$ cat config.mk
export PLATFORM = sky130hd
export DESIGN_NAME = ifetch
export DESIGN_NICKNAME = d
export VERILOG_FILES = /design/src/rtl/ifetch_pkg.sv /design/src/rtl/ifetch_fifo.sv /design/src/rtl/ifetch.sv
export SDC_FILE = /design/constraint.sdc
export NUM_CORES = 1
export LEC_CHECK = 0
export CELL_PAD_IN_SITES_DETAIL_PLACEMENT = 1
export CELL_PAD_IN_SITES_GLOBAL_PLACEMENT = 2
export CORE_AREA = 2 2 143 145
export CTS_BUF_LIST = sky130_fd_sc_hd__clkbuf_4 sky130_fd_sc_hd__clkbuf_8 sky130_fd_sc_hd__clkbuf_16
export DETAILED_ROUTE_END_ITERATION = 8
export DIE_AREA = 0 0 145 147
export PLACE_DENSITY = 0.81
export SYNTH_ARGS = -nofsm -noshare
export SYNTH_HDL_FRONTEND = slang
export SYNTH_SLANG_ARGS = --single-unit
$ cat constraint.sdc
create_clock -name clk -period 4.7 [get_ports clk]
set_input_delay 0.94 -clock clk [delete_from_list [all_inputs] [get_ports clk]]
set_output_delay 0.94 -clock clk [all_outputs]
set_load 0.005 [all_outputs]
$ cat src/rtl/ifetch_pkg.sv
// ifetch_pkg: shared definitions for the instruction fetch stage.
// FSM state encoding, FIFO depth and the NOP word used for fault entries.
package ifetch_pkg;

  typedef enum logic [1:0] {
    IDLE = 2'd0,
    WAIT = 2'd1,
    DROP = 2'd2
  } state_e;

  localparam logic [1:0]  FIFO_DEPTH = 2'd2;
  localparam logic [31:0] NOP        = 32'h0000_0000;

endpackage

$ cat src/rtl/ifetch_fifo.sv
// ifetch_fifo: 2-entry in-order FIFO between fetch and decode.
// Clear has priority over push and pop; the head is presented directly
// from storage so it stays stable while not popped.
module ifetch_fifo
  import ifetch_pkg::*;
#(
  parameter int WIDTH = 64
) (
  input  logic             clk,
  input  logic             rst_n,
  input  logic             push,
  input  logic [WIDTH-1:0] push_data,
  input  logic             pop,
  input  logic             clear,
  output logic [WIDTH-1:0] head,
  output logic [1:0]       count
);

  logic [WIDTH-1:0] mem_q [FIFO_DEPTH];
  logic [WIDTH-1:0] mem_d [FIFO_DEPTH];
  logic             rd_ptr_q, rd_ptr_d;
  logic             wr_ptr_q, wr_ptr_d;
  logic [1:0]       count_q, count_d;
  logic             do_pop;

  // Next-state for storage, pointers and occupancy.
  always_comb begin
    mem_d    = mem_q;
    rd_ptr_d = rd_ptr_q;
    wr_ptr_d = wr_ptr_q;
    count_d  = count_q;
    do_pop   = pop && (count_q != 2'd0);
    if (clear) begin
      rd_ptr_d = 1'b0;
      wr_ptr_d = 1'b0;
      count_d  = 2'd0;
    end else begin
      if (push) begin
        mem_d[wr_ptr_q] = push_data;
        wr_ptr_d        = ~wr_ptr_q;
      end
      if (do_pop) begin
        rd_ptr_d = ~rd_ptr_q;
      end
      count_d = count_q + {1'b0, push} - {1'b0, do_pop};
    end
  end

  // Storage and pointer registers; contents reset so the head reads zero.
  always_ff @(posedge clk or negedge rst_n) begin
    if (!rst_n) begin
      mem_q    <= '{default: '0};
      rd_ptr_q <= 1'b0;
      wr_ptr_q <= 1'b0;
      count_q  <= 2'd0;
    end else begin
      mem_q    <= mem_d;
      rd_ptr_q <= rd_ptr_d;
      wr_ptr_q <= wr_ptr_d;
      count_q  <= count_d;
    end
  end

  assign head  = mem_q[rd_ptr_q];
  assign count = count_q;

endmodule

$ cat src/rtl/ifetch.sv
// ifetch: instruction fetch stage. Issues one registered word read at a
// time to instruction memory, buffers {pc, instr} in a 2-entry FIFO toward
// decode, strobes pc_adv on each accepted fetch and drops work on flush.
// Optional feature macro: IFETCH_MISALIGN_EN (misaligned PC produces a
// fault entry instead of a memory request).
module ifetch
  import ifetch_pkg::*;
#(
  parameter int ADDR_W = 32,
  parameter int DATA_W = 32
) (
  input  logic              clk,
  input  logic              rst_n,
  input  logic [ADDR_W-1:0] pc,
  output logic              pc_adv,
  input  logic              flush,
  output logic              imem_req,
  output logic [ADDR_W-1:0] imem_addr,
  input  logic              imem_ack,
  input  logic [DATA_W-1:0] imem_rdata,
  output logic              if_valid,
  input  logic              if_ready,
  output logic [DATA_W-1:0] if_instr,
  output logic [ADDR_W-1:0] if_pc,
  output logic              if_fault
);

`ifdef IFETCH_MISALIGN_EN
  localparam int FW = ADDR_W + DATA_W + 1;
`else
  localparam int FW = ADDR_W + DATA_W;
`endif

  state_e            state_q, state_d;
  logic              req_q, req_d;
  logic [ADDR_W-1:0] addr_q, addr_d;

  logic              push;
  logic [ADDR_W-1:0] push_pc;
  logic [DATA_W-1:0] push_instr;
  logic [FW-1:0]     push_data;
  logic [FW-1:0]     head;
  logic [1:0]        count;
  logic              has_room;
  logic              misalign;

  assign has_room = (count < FIFO_DEPTH);

`ifdef IFETCH_MISALIGN_EN
  // Gated by rst_n so pc_adv reads 0 while reset is held.
  assign misalign  = rst_n && (pc[1:0] != 2'b00);
  // Only IDLE pushes fault entries; WAIT pushes real memory data.
  assign push_data = {(state_q == IDLE), push_pc, push_instr};
  assign if_fault  = head[FW-1];
`else
  assign misalign  = 1'b0;
  assign push_data = {push_pc, push_instr};
  assign if_fault  = 1'b0;
`endif

  // Next-state, request registers, FIFO push and the pc advance strobe.
  always_comb begin
    state_d    = state_q;
    req_d      = req_q;
    addr_d     = addr_q;
    push       = 1'b0;
    push_pc    = addr_q;
    push_instr = imem_rdata;
    pc_adv     = 1'b0;
    case (state_q)
      IDLE: begin
        if (has_room && !flush) begin
          if (misalign) begin
            push       = 1'b1;
            push_pc    = pc;
            push_instr = DATA_W'(NOP);
            pc_adv     = 1'b1;
          end else begin
            req_d   = 1'b1;
            addr_d  = pc;
            state_d = WAIT;
          end
        end
      end
      WAIT: begin
        if (imem_ack) begin
          req_d   = 1'b0;
          state_d = IDLE;
          if (!flush) begin
            push   = 1'b1;
            pc_adv = 1'b1;
          end
        end else if (flush) begin
          state_d = DROP;
        end
      end
      DROP: begin
        // The outstanding read must complete; its data is thrown away.
        if (imem_ack) begin
          req_d   = 1'b0;
          state_d = IDLE;
        end
      end
      default: begin
        req_d   = 1'b0;
        state_d = IDLE;
      end
    endcase
  end

  // State and request registers; reset drops the request immediately.
  always_ff @(posedge clk or negedge rst_n) begin
    if (!rst_n) begin
      state_q <= IDLE;
      req_q   <= 1'b0;
      addr_q  <= '0;
    end else begin
      state_q <= state_d;
      req_q   <= req_d;
      addr_q  <= addr_d;
    end
  end

  ifetch_fifo #(
    .WIDTH(FW)
  ) u_fifo (
    .clk      (clk),
    .rst_n    (rst_n),
    .push     (push),
    .push_data(push_data),
    .pop      (if_valid && if_ready),
    .clear    (flush),
    .head     (head),
    .count    (count)
  );

  assign imem_req  = req_q;
  assign imem_addr = addr_q;
  assign if_valid  = (count != 2'd0);
  assign if_instr  = head[DATA_W-1:0];
  assign if_pc     = head[ADDR_W+DATA_W-1:DATA_W];

endmodule

# After elaboration in Yosys (flattened, before gate mapping)
# Index checks and enable logic that the tools add are counted.
dict set report word_totals {
  in_bits 69
  reg_bits 167
}
dict set report op_classes {
  muxes 22
  n_bitwise 5
  eq_ne 6
  n_addsub 2
  n_lt_le_gt_ge 4
  reduce_logical 14
}
# op count
set ops {}
lappend ops {{$mux W64} 4}
lappend ops {{$bwmux W128} 1}
lappend ops {{$demux W64 S1} 1}
lappend ops {{$mux W2} 5}
lappend ops {{$mux W1} 9}
lappend ops {{$pmux W2 S3} 1}
lappend ops {{$reduce_and A2 Y1} 3}
lappend ops {{$reduce_bool A2 Y1} 3}
lappend ops {{$ge A2 B2 Y1 const B} 2}
lappend ops {{$logic_and A1 B1 Y1} 4}
lappend ops {{$ne A2 B2 Y1 const B} 2}
lappend ops {{$not A1 Y2} 2}
lappend ops {{$ne A3 B3 Y1 const B} 1}
lappend ops {{$not A1 Y1} 3}
lappend ops {{$reduce_and A3 Y1} 1}
lappend ops {{$add A2 B1 Y2} 1}
lappend ops {{$eq A2 B1 Y1 const B} 1}
lappend ops {{$eq A2 B2 Y1 const B} 1}
lappend ops {{$logic_not A2 Y1} 1}
lappend ops {{$lt A2 B1 Y1 const B} 1}
lappend ops {{$lt A2 B2 Y1 const B} 1}
lappend ops {{$ne A2 B1 Y1 const B} 1}
lappend ops {{$pmux W1 S2} 1}
lappend ops {{$reduce_or A2 Y1} 1}
lappend ops {{other kinds (2)} 2}

# Longest topological paths before layout
# Gate-level depths: netlist (run 1).
dict set report logic_depth {
  word_depth 6
  mapped_depth 6
  mapped_depth_nobuf 6
}

# Modules after synthesis
# From an unflattened synthesis (run 1), not the netlist that was laid out.
dict set report hier_totals {
  hier_cells 457
  hier_area_um2 7514.7
}
# module seq_area_each_um2 n_inst cells_each area_each_um2
set by_module_without_submodules {}
lappend by_module_without_submodules {ifetch_fifo 3303.2 1 360 6067.1}
lappend by_module_without_submodules {ifetch 875.8 1 97 1447.6}

# Least setup slack after synthesis (run 1)
# Ideal clock, no wire load.
dict set report synth_path {
  kind {input-to-output}
  from {input port flush}
  to {output port pc_adv}
  n_path_buf 1
  t_required_ps 3760
  path_slack_ps 2390
  arrival_ps 1370
  stages 2
  path_cell_list {buf_4 > and3b_2}
}
dict set report synth_between {
  elab_chain_cells 3
}
# element line
set synth_lines {}
lappend synth_lines {{start, declared} ifetch.sv:16} ;# input logic flush,
lappend synth_lines {{$mux W1} ifetch.sv:89} ;# if (!flush) begin
lappend synth_lines {{$mux W1} ifetch.sv:86} ;# if (imem_ack) begin
lappend synth_lines {{$mux W1} --}
lappend synth_lines {{end, declared} ifetch.sv:15} ;# output logic pc_adv,
# Every way passes these cells.

# Worst setup path in the final report (run 1)
dict set report layout_path {
  from {register u_fifo.rd_ptr_q}
  to {output port if_pc[4]}
}
dict set report layout_between {
  elab_chain_cells 4
}
# element line
set layout_lines {}
lappend layout_lines {{start, declared} ifetch_fifo.sv:21} ;# logic rd_ptr_q, rd_ptr_d;
lappend layout_lines {{start signal, assigned} ifetch_fifo.sv:58} ;# rd_ptr_q <= rd_ptr_d;
lappend layout_lines {{$not A1 Y2 (not written as such)} ifetch_fifo.sv:64} ;# assign head = mem_q[rd_ptr_q];
lappend layout_lines {{$mux W64 (not written as such) (3 in series)} ifetch_fifo.sv:64}
lappend layout_lines {{end, declared} ifetch.sv:24} ;# output logic [ADDR_W-1:0] if_pc,
# Every way passes these cells. The select of a mux whose other input is x is not followed.

==> summary.md, run 1 <==
| Metric | Value |
|---|---|
| Final slew viol count | `0` |
| Hold_buf cts | `0` |
| Sum Neg Setup Slack | `0 ns` |
| Area of placed instances | `9070 um^2` |
| Setup CP Type | `reg -> out` |
| Maximum buffer depth of the clock tree | `2` |
| I/O Buffers | `167` |
| R2r startpoint | `state_q[1]$_DFFE_PN0P_` |
| Final Critical Period | `3.42 ns` |
| Hold Path Stages | `1` |
| Antenna cells | `0` |
| Core area | `19800 um^2` |
| Pre-antenna DRT Iters | `4` |
| Run status | `completed` |
| Dpl hpwl | `10700 um` |
| # Post-CTS Setup Buffers | `0` |
| Synthesized net count | `529` |
| Clock net sink count | `167` |
| Worst-case clock skew | `0.0128 ns` |
| Hold Crit Class | `reg -> reg` |
| Gate count after technology mapping | `455` |
| GRT Resource Usage Total | `16.2%` |
| Clk_lat worst skew | `0.42 ns` |
| Remaining global-route overflow | `0` |
| PwrDens | `695 nW/um^2` |
| Chip Height | `147 um` |
| Share of cells above drive strength 1 | `40.5%` |
| Top layer reached by signal wires | `met4` |
| Worst slew pin tran | `0.993 ns` |
| Largest fanout on the critical path | `39` |
| Largest net degree at the start of global routing | `106` |
| # IOs | `169` |
| Met1 wire length | `7170 um` |
| Relative slew slack | `33.8%` |
| Remaining DRCs | `0` |
| Iter 0 DRT Violations | `103` |
| Die X | `145 um` |
| RSZ-0062 raised after global routing | `no` |
| Count of state elements after synthesis | `167` |
| Max-Cap Viols | `0` |
| H-Tree Level Count | `4` |
| Post-synth cell types | `27` |
| CP required | `3.76 ns` |
| Clock root buffer | `clkbuf_16` |
| Nets | `696` |
| Crit path arrival time | `2.48 ns` |
| Vias in the first global route | `4995` |
| Total power | `0.00671 W` |
| Remaining antenna violation count | `0` |
| Post-route cell area | `9650 um^2` |
| Worst setup EP type | `primary output` |
| Hold Crit Start | `u_fifo.mem_q[66]$_DFFE_PN0P_` |
| Initial Util | `36.2%` |
| Hold EP | `u_fifo.mem_q[66]$_DFFE_PN0P_` |
| Gpl congestion | `0.697` |
| Routed len/inst | `18.3 um` |
| First-pass GRT wire length | `27100 um` |
| Syn_area_per_cell | `15.8 um^2` |
| Setup violators final | `0` |
| DIE AREA | `21300 um^2` |
| Final hold vios | `0` |
| Syn. warnings | `0` |
| CTS tree | `built` |
| Total CTS buffers | `17` |
| Vias | `4332` |
| Reg2reg end | `u_fifo.mem_q[25]$_DFFE_PN0P_` |
| Cts repair resizes | `0` |
| Routed wire length | `16600 um` |
| Seq/Total Area, Yosys | `58.2%` |
| Max IR drop VDD | `0.000272 V` |
| Syn-to-layout area delta | `34.3%` |
| R2R depth | `5` |
| Max Clk Rate | `293 MHz` |
| Met3 wire length | `876 um` |
| Leakage | `4.15 nW` |
| Via density | `4.79` |
| Crit start category | `flop` |
| Rows | `52` |
| Met2 wire length | `8340 um` |
| R2R setup slack | `2.46 ns` |
| Initial antenna violation count | `0` |
| Period utilisation layout | `72.7%` |
| Clock slew at reported path FFs | `0.06 ns` |
| Mapped cell area | `7180 um^2` |
through the flow:
stage / hold WS [ns] / setup slack [ns] / instances / utilization [%]
after floorplan: 0.454 / 2.39 / 455 / -
after global placement: 0.464 / 1.31 / 873 / 45.7
after detailed placement: 0.475 / 1.28 / 873 / 45.7
after CTS: 0.491 / 1.23 / 904 / 48.6
after global routing: 0.502 / 1.17 / 904 / 48.6
final: 0.486 / 1.28 / 904 / 48.6
layout by cell type (no fill, tap or decap), types with 2 or more instances in the layout:
| cell type | netlist | layout |
|---|---|---|
| mux2_2 | 213 | 213 |
| a21oi_1 | 5 | 5 |
| inv_1 | 5 | 5 |
| nor2b_1 | 2 | 2 |
| xor2_1 | 2 | 2 |
| clkbuf_16 | 0 | 17 |
| clkinv_4 | 0 | 3 |
| xnor2_1 | 2 | 2 |
| ha_1 | 5 | 5 |
| mux2_1 | 11 | 11 |
| buf_4 | 2 | 3 |
| clkdlybuf4s50_1 | 0 | 166 |
| o21bai_1 | 2 | 2 |
| bufinv_16 | 0 | 2 |
| nor2_1 | 4 | 4 |
| buf_12 | 0 | 2 |
| dfrtp_1 | 167 | 166 |
| clkinvlp_4 | 0 | 3 |
| nor3_4 | 1 | 2 |
| clkbuf_4 | 0 | 2 |
| inv_6 | 0 | 4 |
| nand2_1 | 2 | 2 |
synth_stat cells:
library cell  count  area share [%]
nor2_1            4            0.21
nor3_4            1            0.23
xor2_1            2            0.24
buf_6            12             1.9
a21oi_1           5            0.35
xnor2_1           2            0.24
o21a_1            1            0.10
nand2_1           2            0.10
nor2b_1           2            0.17
buf_2             8            0.56
nor3_2            1            0.14
buf_4             2            0.21
conb_1            1           0.052
mux2_2          213              33
or4b_2            1            0.14
o21ai_0           1           0.070
a21o_1            1            0.10
o21bai_1          2            0.21
nand2b_1          1           0.087
dfrtp_1         167              58
clkbuf_1          2            0.10
nand2_4           1            0.16
inv_1             5            0.26
mux2_1           11             1.7
and3b_2           1            0.14
or2_2             1           0.087
ha_1              5            0.87
logic make-up after synthesis:
logic type                 synth area share [%]
AOI/OAI and AO/OA                         0.836
xor gates and xnor gates                  0.488
adders and majority gates                 0.871
buffers and inverters                      3.01
DFF                                        58.2
muxes                                      35.1
other                                    0.0522
and+or+nand+nor                            1.46
worst max-delay path by stage:
stage	slack (ns)	endpoint	from
6_report	1.28	if_pc[4]	u_fifo.rd_ptr_q$_DFFE_PN0P_
5_1_grt	1.17	if_instr[31]	u_fifo.rd_ptr_q$_DFFE_PN0P_
4_1_cts	1.23	if_instr[15]	u_fifo.rd_ptr_q$_DFFE_PN0P_
3_5_place_dp	1.28	pc_adv	flush
3_3_place_gp	1.31	pc_adv	flush
2_1_floorplan	2.39	pc_adv	flush
sequential cells by signal, indices dropped and copies added (netlist names):
| name | flops |
|---|---|
| u_fifo.mem_q | 128 |
| u_fifo.wr_ptr_q | 1 |
| u_fifo.rd_ptr_q | 1 |
| state_q | 2 |
| u_fifo.count | 2 |
| imem_addr | 32 |
| imem_req | 1 |
where the power goes:
group	switching [W]	total (W)	leakage (nW)	internal (W)
Sequential	0.000453	0.00256	2.07	0.00210
Combinational	0.000891	0.00277	1.80	0.00188
Clock	0.000583	0.00138	0.278	0.000800
metal layers:
layer	global-route usage, %	up-vias
met5	0	-
met4	5.20	0
met3	4.81	13
met2	27.7	120
met1	19.7	2254
li1	-	1945
worst max-delay path, cell delays in order (launching register included):
cell and delay, ns:
dfrtp_2 0.82, buf_12 0.33, mux2_2 0.37, clkdlybuf4s50_1 0.49
cell type report:
cell class,count,area (um^2)
Sequential cell,167,4180
Fill cell,1961,10200
Tap cell,270,338
Inverter,5,18.8
Timing Repair Buffer,172,1740
Clock inverter,12,144
Clock buffer,19,440
Multi-Input combinational cell,259,2800
Note: power is estimated with default switching activity, not from simulation.
==> run 2: changes to the inputs <==
CORE_AREA = 2 2 147 149   (was 2 2 143 145)
DIE_AREA = 0 0 149 151   (was 0 0 145 147)
PLACE_DENSITY = 0.77   (was 0.81)
clock period = 3.3 ns   (was 4.7 ns; I/O delays follow)
==> summary.md, run 2 (same netlist as run 1, synthesis figures left out) <==
| Metric | Value |
|---|---|
| Setup CP Type | `in -> out` |
| Period utilisation layout | `80.0%` |
| Crit-path leading delay family | `buffers and inverters` |
| Run status | `completed` |
| Sum Neg Setup Slack | `0 ns` |
| Largest fanout on the critical path | `6` |
| Net Sw Power | `0.00274 W` |
| Via density | `4.75` |
| Slowest-stage cell, CP | `clkdlybuf4s50_1` |
| Cts repair resizes | `0` |
| Maximum buffer depth of the clock tree | `2` |
| Most frequent CP cell | `clkdlybuf4s50_1` |
| Reg area | `4180 um^2` |
| Final Critical Period | `2.64 ns` |
| Vias in the first global route | `4963` |
| Max-Cap Viols | `0` |
| Nets | `701` |
| Switch share | `28.9%` |
| CTS tree | `built` |
| Total CTS buffers | `17` |
| Multi-input gate area | `2800 um^2` |
| Total power | `0.00948 W` |
| Biggest register | `u_fifo.mem_q` |
| Worst setup EP type | `primary output` |
| Clock root buffer | `clkbuf_16` |
| Pre-antenna DRT Iters | `3` |
| Remaining global-route overflow | `0` |
| # Post-CTS Setup Buffers | `0` |
| Largest net degree at the start of global routing | `69` |
| Antenna cells | `0` |
| Critical path depth | `3` |
| Max reg flops | `128` |
| Worst path bufs/invs | `2` |
| Gpl congestion | `0.727` |
| Final slew viol count | `0` |
| PwrDens | `977 nW/um^2` |
| Remaining antenna violation count | `0` |
| Rows | `53` |
| Share of cells above drive strength 1 | `41.1%` |
| Remaining DRCs | `0` |
| Worst path cell trace | `clkdlybuf4s50_1 > and3b_2 > clkdlybuf4s50_1` |
| Max Clk Rate | `379 MHz` |
| Worst-case clock skew | `0.00552 ns` |
| Dpl hpwl | `10900 um` |
| Hold Crit Class | `in -> async` |
| Most frequent cells in the layout | `mux2_2 (213), dfrtp_1 (166), clkdlybuf4s50_1 (166)` |
| I/O Buffers | `167` |
| RSZ-0062 raised after global routing | `no` |
| Commonest non-fill, non-tap cell in the layout | `mux2_2` |
| CP required | `2.64 ns` |
| Area of placed instances | `9140 um^2` |
| # IOs | `169` |
| Post-route cell area | `9700 um^2` |
| Clk_lat worst skew | `0.42 ns` |
| Fillers | `2090` |
| Max IR drop VDD | `0.000361 V` |
| Routed wire length | `16300 um` |
| Routed len/inst | `17.8 um` |
| First-pass GRT wire length | `26600 um` |
| Share of power burned in registers | `37.8%` |
| Pint | `0.00674 W` |
| Crit path largest cell delay | `0.55 ns` |
| Initial antenna violation count | `0` |
| Leakage | `4.19 nW` |
| R2R depth | `6` |
| Chip Height | `151 um` |
| Crit path arrival time | `1.98 ns` |
| Vias | `4350` |
| DIE AREA | `22500 um^2` |
| Comb power frac | `42.0%` |
| Iter 0 DRT Violations | `76` |
| H-Tree Level Count | `4` |
| Setup violators final | `0` |
| Core area | `20800 um^2` |
| Clock slew at reported path FFs | `0.06 ns` |
| Clock network power share | `20.2%` |
| Initial Util | `34.5%` |
| GRT Resource Usage Total | `15.4%` |
| Hold_buf cts | `0` |
| Clock net sink count | `167` |
| Die X | `149 um` |
| Final hold vios | `0` |
| Crit start category | `input pin` |
| Syn-to-layout area delta | `35.1%` |
==> run 2: final timing paths <==
kind | start | end | slack (ns)
worst max register to register | state_q[1]$_DFFE_PN0P_ | u_fifo.mem_q[55]$_DFFE_PN0P_ | 1.18
worst min register to register | u_fifo.mem_q[126]$_DFFE_PN0P_ | u_fifo.mem_q[126]$_DFFE_PN0P_ | 0.48
worst max-delay path | imem_ack | pc_adv | 0.66
worst min-delay path | rst_n | u_fifo.mem_q[37]$_DFFE_PN0P_ | 0.15
min in group clk | u_fifo.mem_q[126]$_DFFE_PN0P_ | u_fifo.mem_q[126]$_DFFE_PN0P_ | 0.48
max in group asynchronous | rst_n | u_fifo.mem_q[0]$_DFFE_PN0P_ | 2.38
==> run 2: per-stage QoR <==
stage               instances  hold slack (ns)  util [%]  worst slack [ns]
detailed placement        883            0.472      43.9             0.650
floorplan                 455            0.364         -              1.41
global placement          883            0.464      43.9             0.665
global route              915            0.169      46.6             0.563
CTS                       915            0.159      46.6             0.619
finish                    915            0.155      46.6             0.660
==> run 2: cell type report <==
type | instances | share of cell area (%)
clock buffers | 17 | 4.38
flip-flops and latches | 167 | 43.1
clock inverters | 15 | 1.47
well taps | 275 | 3.55
multi-input cells | 259 | 28.8
inverters | 5 | 0.193
repair buffers | 177 | 18.5
==> run 2: worst reg2reg max path: cells and delay by family (launching register included) <==
kind,cells,cell delay (ns)
AND/OR/NAND/NOR,2,0.61
buffers and inverters,2,0.43
flip-flops,1,0.37
multiplexers,1,0.37
adder cells (fa/ha/maj),1,0.24
==> run 2: power groups by stage <==
| stage | logic, W | clock network (W) | registers (W) |
|---|---|---|---|
| after floorplan | 0.00204 | 0 | 0.00344 |
| final | 0.00398 | 0.00192 | 0.00358 |
| after CTS | 0.00408 | 0.00199 | 0.00360 |
| after global placement | 0.00396 | 0 | 0.00354 |
| after detailed placement | 0.00404 | 0 | 0.00363 |
| after global routing | 0.00434 | 0.00208 | 0.00374 |
==> run 2: metal layers <==
metal / global-route usage (%) / wire length [um] / share of wire (%) / vias up
li1: - / - / - / 1963
met1: 18.9 / 7140 / 44 / 2258
met2: 26.4 / 8200 / 50 / 112
met3: 4.58 / 785 / 4.8 / 17
met4: 4.19 / 206 / 1.3 / 0
met5: 0 / 0 / 0 / -
